<file path="config.mk">
export PLATFORM = sky130hd
export DESIGN_NAME = free_list
export DESIGN_NICKNAME = d
export VERILOG_FILES = /design/src/rtl/free_list_pkg.sv /design/src/rtl/free_list_ckpt_table.sv /design/src/rtl/free_list.sv
export SDC_FILE = /design/constraint.sdc
export NUM_CORES = 2
export LEC_CHECK = 0
export CORE_MARGIN = 1
export CORE_UTILIZATION = 63
export CTS_CLUSTER_SIZE = 14
export DETAILED_ROUTE_END_ITERATION = 16
export PLACE_DENSITY = 0.8
export REMOVE_ABC_BUFFERS = 1
export SLEW_MARGIN = 25
export SYNTH_ARGS = -nofsm -noshare
export SYNTH_HDL_FRONTEND = slang
export SYNTH_SLANG_ARGS = --single-unit
export TNS_END_PERCENT = 1
</file>
<file path="constraint.sdc">
create_clock -name clk -period 5 [get_ports clk]
set_input_delay 1 -clock clk [delete_from_list [all_inputs] [get_ports clk]]
set_output_delay 1 -clock clk [all_outputs]
set_load 0.01 [all_outputs]
</file>
<file path="src/rtl/free_list_pkg.sv">
// Shared rename/ROB/free-list definitions so every block agrees on widths.
package free_list_pkg;

  localparam int FL_PREG_WIDTH = 7;   // 2^7 = 128 physical registers
  localparam int FL_ROB_WIDTH  = 4;   // 16 ROB tags / checkpoint slots
  localparam int FL_NUM_AREGS  = 32;  // architectural registers

  typedef logic [FL_PREG_WIDTH-1:0] preg_t;
  typedef logic [FL_ROB_WIDTH-1:0]  rob_tag_t;
  typedef logic [FL_PREG_WIDTH:0]   fl_ptr_t;  // read/write pointer with wrap bit

endpackage

</file>
<file path="src/rtl/free_list_ckpt_table.sv">
// Checkpoint table: one saved free-list read pointer per ROB tag.
// Single write port, asynchronous read so a mispredict restores in one cycle.
module ckpt_table
  import free_list_pkg::*;
#(
  parameter int ADDR_W = FL_ROB_WIDTH,
  parameter int DATA_W = FL_PREG_WIDTH + 1
) (
  input  logic              clk,
  input  logic              reset,
  input  logic              i_wr_en,
  input  logic [ADDR_W-1:0] i_wr_addr,
  input  logic [DATA_W-1:0] i_wr_data,
  input  logic [ADDR_W-1:0] i_rd_addr,
  output logic [DATA_W-1:0] o_rd_data
);

  localparam int SLOTS = 1 << ADDR_W;

  logic [DATA_W-1:0] slots_q [SLOTS];
  logic [DATA_W-1:0] slots_d [SLOTS];

  // Next-state for the slot array: only the addressed slot changes.
  always_comb begin
    slots_d = slots_q;
    if (i_wr_en) begin
      slots_d[i_wr_addr] = i_wr_data;
    end
  end

  // Slot storage; every slot clears to pointer 0 on reset.
  always_ff @(posedge clk) begin
    if (reset) begin
      for (int i = 0; i < SLOTS; i++) begin
        slots_q[i] <= '0;
      end
    end else begin
      slots_q <= slots_d;
    end
  end

  assign o_rd_data = slots_q[i_rd_addr];

endmodule

</file>
<file path="src/rtl/free_list.sv">
// Circular FIFO of free physical registers. Rename pops from the head, commit
// pushes retired old mappings at the tail, and per-branch checkpoints of the
// read pointer let a mispredict hand back every preg allocated after it.
module free_list
  import free_list_pkg::*;
#(
  parameter int PREG_WIDTH = FL_PREG_WIDTH,
  parameter int ROB_WIDTH  = FL_ROB_WIDTH,
  parameter int NUM_AREGS  = FL_NUM_AREGS
) (
  input  logic                  clk,
  input  logic                  reset,
  input  logic                  i_alloc_req,
  output logic                  o_alloc_valid,
  output logic [PREG_WIDTH-1:0] o_alloc_preg,
  input  logic                  i_ckpt_valid,
  input  logic [ROB_WIDTH-1:0]  i_ckpt_rob_tag,
  input  logic                  i_free_valid,
  input  logic [PREG_WIDTH-1:0] i_free_preg,
  input  logic                  i_mispredict,
  input  logic [ROB_WIDTH-1:0]  i_mispredict_rob_tag,
  output logic [PREG_WIDTH:0]   o_count
);

  localparam int FIFO_DEPTH = 1 << PREG_WIDTH;
  localparam int INIT_FREE  = FIFO_DEPTH - NUM_AREGS;

  logic [PREG_WIDTH-1:0] mem_q [FIFO_DEPTH];
  logic [PREG_WIDTH-1:0] mem_d [FIFO_DEPTH];
  logic [PREG_WIDTH:0]   rd_ptr_q, rd_ptr_d;
  logic [PREG_WIDTH:0]   wr_ptr_q, wr_ptr_d;
  logic [PREG_WIDTH:0]   count;
  logic [PREG_WIDTH:0]   rd_ptr_adv;
  logic [PREG_WIDTH:0]   ckpt_rd_ptr;
  logic                  pop;
  logic                  push;
  logic                  ckpt_wr_en;

  // Checkpoints store the read pointer as it will be after this cycle's pop,
  // so a branch that itself allocates keeps its own destination on recovery.
  ckpt_table #(
    .ADDR_W (ROB_WIDTH),
    .DATA_W (PREG_WIDTH + 1)
  ) u_ckpt_table (
    .clk       (clk),
    .reset     (reset),
    .i_wr_en   (ckpt_wr_en),
    .i_wr_addr (i_ckpt_rob_tag),
    .i_wr_data (rd_ptr_adv),
    .i_rd_addr (i_mispredict_rob_tag),
    .o_rd_data (ckpt_rd_ptr)
  );

  // Pointer arithmetic, outputs and next-state. Mispredict owns rd_ptr;
  // pushes still land because committing instructions predate the branch.
  always_comb begin
    count         = wr_ptr_q - rd_ptr_q;
    o_count       = count;
    o_alloc_valid = (count != '0);
    o_alloc_preg  = mem_q[rd_ptr_q[PREG_WIDTH-1:0]];

    pop        = i_alloc_req && o_alloc_valid && !i_mispredict;
    push       = i_free_valid && (i_free_preg != '0);
    ckpt_wr_en = i_ckpt_valid && !i_mispredict;

    rd_ptr_adv = rd_ptr_q + {{PREG_WIDTH{1'b0}}, pop};
    rd_ptr_d   = i_mispredict ? ckpt_rd_ptr : rd_ptr_adv;
    wr_ptr_d   = wr_ptr_q + {{PREG_WIDTH{1'b0}}, push};

    mem_d = mem_q;
    if (push) begin
      mem_d[wr_ptr_q[PREG_WIDTH-1:0]] = i_free_preg;
    end
  end

  // State registers; reset loads every non-architectural preg into the list.
  always_ff @(posedge clk) begin
    if (reset) begin
      rd_ptr_q <= '0;
      wr_ptr_q <= (PREG_WIDTH + 1)'(INIT_FREE);
      for (int i = 0; i < FIFO_DEPTH; i++) begin
        mem_q[i] <= (i < INIT_FREE) ? PREG_WIDTH'(NUM_AREGS + i) : '0;
      end
    end else begin
      rd_ptr_q <= rd_ptr_d;
      wr_ptr_q <= wr_ptr_d;
      mem_q    <= mem_d;
    end
  end

  // Simulation checks: a push into a full list or an out-of-range preg
  // means rename/commit bookkeeping has gone wrong upstream.
  always_ff @(posedge clk) begin
    if (!reset && push) begin
      assert (count != (PREG_WIDTH + 1)'(FIFO_DEPTH));
      assert (int'(i_free_preg) < FIFO_DEPTH);
    end
  end

endmodule

</file>
==> reports/qor.yml <==
status:
  status: "complete, but fails checks"
  failed_checks: "setup timing"
place:
  place.gp.congestion: 0.911
  place_ws_ns: 0.417
  numPlacedInstances: 5605
  port_buffers: 36
  hpwl_um: 82600
logic_synthesis:
  synth-edff-count: 0
  synth-seq-area-share_pct: 44.8
  synthArstFlopShare_pct: 0
  ys.flop_type: "dfxtp_1"
  ys_warn_count: 0
  synth.distinct_cells: 59
  synth_area_leaders: "dfxtp_1, mux4_2, a211o_1, a21oi_1, o21ai_0"
  mappedNetlistArea_um2: 46500
  yosysTopAreaCell: "dfxtp_1"
  synthTopCellsByCount: "dfxtp_1, nand2_1, a21oi_1, o21ai_0, clkbuf_1"
  synthCells: 4975
  yosysMostFrequentCell: "dfxtp_1"
  syn_area_per_cell_um2: 9.34
  ys_ff_latch: 1040
  synth_top_area_share_pct: 44.8
sta:
  hold_viol_final: 0
  tightest_slew_ns: 1.11
  drv_slew: 0
  fin_crit_sh_pct: 101
  slew_headroom_pct: 26.3
  fin_ws_ns: -0.0537
  setup_viol: 2
  rsz0062_at_grt: "yes"
  final.setup.tns_ns: -0.0554
  fin_skew_ns: 0.0264
  fin_crit_ns: 5.05
  fmax_mhz: 198
  holdWs_ns: 0.472
clock_network:
  htree_levels: 3
  holdBufCountCts: 0
  clock_sinks: 1040
  numCtsBuffers: 104
  cts_root_buf: "clkbuf_16"
  clock_path_buffers: 3
  cts_tree: "built"
  path_clk_slew_ns: 0.06
  clk_latency_ns: 0.69
die:
  io_pins: 37
  fp-row-count: 99
  fp.coreArea_um2: 73000
  initial_utilization_pct: 63.7
  die_area_um2: 74900
  die_height_um: 274
  die_w_um: 274
global_routing:
  grt_usage_pct: 36.2
  grt_antenna_before_repair: 5
  gr-total-overflow: 0
  grt_pass1_vias: 37300
  grt_max_degree: 129
  grt_pass1_wl_um: 213000
route:
  first_iter_violations: 5250
  wirelength_um: 139000
  dr.pass1.iters: 6
  drcViolationCount: 0
  vias: 39200
  routedWlPerCell_um: 23.9
  via_per_inst: 6.76
  ant_nets: 0
power_and_ir_drop:
  finalPower_uw: 17300
  vdd_drop_max_v: 0.000358
  p_leak_uw: 0.0157
  cellPowerDensity_nw_per_um2: 339
final_layout:
  area_delta_synth_final_pct: 9.88
  layout.nets: 4796
  fill_cells: 5400
  antenna_cells: 0
  layout-drive-gt1-share_pct: 12.7
  layout.cells.non_filler: 5802
setup_path:
  required_ns: 4.00
  cp_data_arrival_time_ns: 4.05
  crit_fanout: 20
  start_kind: "flip-flop"
  cp-end-kind: "output port"
  critPathKind: "flip-flop to output port"
hold_path:
  hold_path_class: "flip-flop to flip-flop"
run:
  cap_violations: 0
-- power breakdown --
group          internal, uW  total, uW  switching (uW)  leakage (uW)
Clock                  4590       7920            3330       0.00171
Sequential             8310       8330            24.8       0.00840
Combinational           302       1070             773       0.00556
-- registers in the layout (all words and copies together) (netlist names) --
register / cells
mem_q: 896
u_ckpt_table.slots_q: 128
rd_ptr_q: 8
wr_ptr_q: 8
-- kinds of logic after synthesis --
kind of cell             after synthesis  synth area share (%)
AO/OA/AOI/OAI                       1638                  22.1
AND/OR/NAND/NOR                     1338                  13.3
flip-flops                          1040                  44.8
buffers and inverters                530                  4.72
multiplexers                         401                  14.5
XOR/XNOR                              16                 0.301
adder cells (fa/ha/maj)               12                 0.339
-- cell type report --
type                       count  area [um^2]  area share [%]
inverter                      14         56.3           0.110
tap                          959         1200            2.35
clock inverter                42          493           0.965
sequential                  1040        20800            40.8
multi-input combinational   3405        23600            46.3
timing repair buffer         198         1900            3.73
clock buffer                 144         2950            5.78
-- path summary, 6_finish.rpt --
check	startpoint	end	slack, ns	depth (start not counted)
max	rd_ptr_q[1]$_SDFF_PP0_	o_alloc_preg[4]	-0.05	8
min	mem_q[857]$_SDFFE_PP0P_	mem_q[857]$_SDFFE_PP0P_	0.47	2
max reg2reg	rd_ptr_q[0]$_SDFF_PP0_	u_ckpt_table.slots_q[49]$_SDFFE_PP0P_	0.88	12
min reg2reg	mem_q[857]$_SDFFE_PP0P_	mem_q[857]$_SDFFE_PP0P_	0.47	2
-- critical path: stages (launching register included) --
cell and delay, ns:
dfxtp_4 0.58, inv_1 0.21, nor2_2 0.31, buf_4 0.38
a22o_1 0.26, a211oi_1 0.11, a211o_1 0.39, a22oi_1 0.49
clkdlybuf4s50_1 0.64
-- layer usage --
| layer | global-route usage (%) | wire, um | up-vias |
|---|---|---|---|
| li1 | - | - | 17400 |
| met1 | 48.1 | 53600 | 19000 |
| met2 | 55.6 | 62700 | 2279 |
| met3 | 8.26 | 15400 | 443 |
| met4 | 17.6 | 6810 | 6 |
| met5 | 0 | 41 | - |
-- stage by stage --
| stage | util (%) | cell area [um^2] |
|---|---|---|
| floorplan | - | 44300 |
| global placement | 64.9 | 47400 |
| detailed placement | 65.0 | 47400 |
| CTS | 69.8 | 50900 |
| global route | 70.0 | 51100 |
| finish | 70.0 | 51100 |
-- what timing repair did --
action                                  in CTS  in global routing
resized for setup                           13                 14
setup buffers                                0                  9
endpoints found under the setup margin       6                  7
cloned                                       0                  2
-- cells in the final DEF, fill, tap and decap left out, drive strengths merged, types with 3 or more instances in the layout --
master and n:
a2111oi 6, a31oi 9, nand2 552, o221ai 21, ha 11, nor2 335
buf 170, mux2i 182, o211ai 3, nand2b 5, nor3 15, xor2 5
a22oi 26, xnor2 11, nor2b 376, nand3 28, a311oi 6, clkinv 27
a211oi 123, clkdlybuf4s50 26, o21ai 502, or3 7, a22o 9, a211o 372
clkinvlp 3, dfxtp 1040, o22ai 23, o32a 4, a21oi 519, clkbuf 146
mux4 219, and3 4, and2 5, bufinv 9, inv 17, nand4 4
Power figures use the tool's default switching activity.
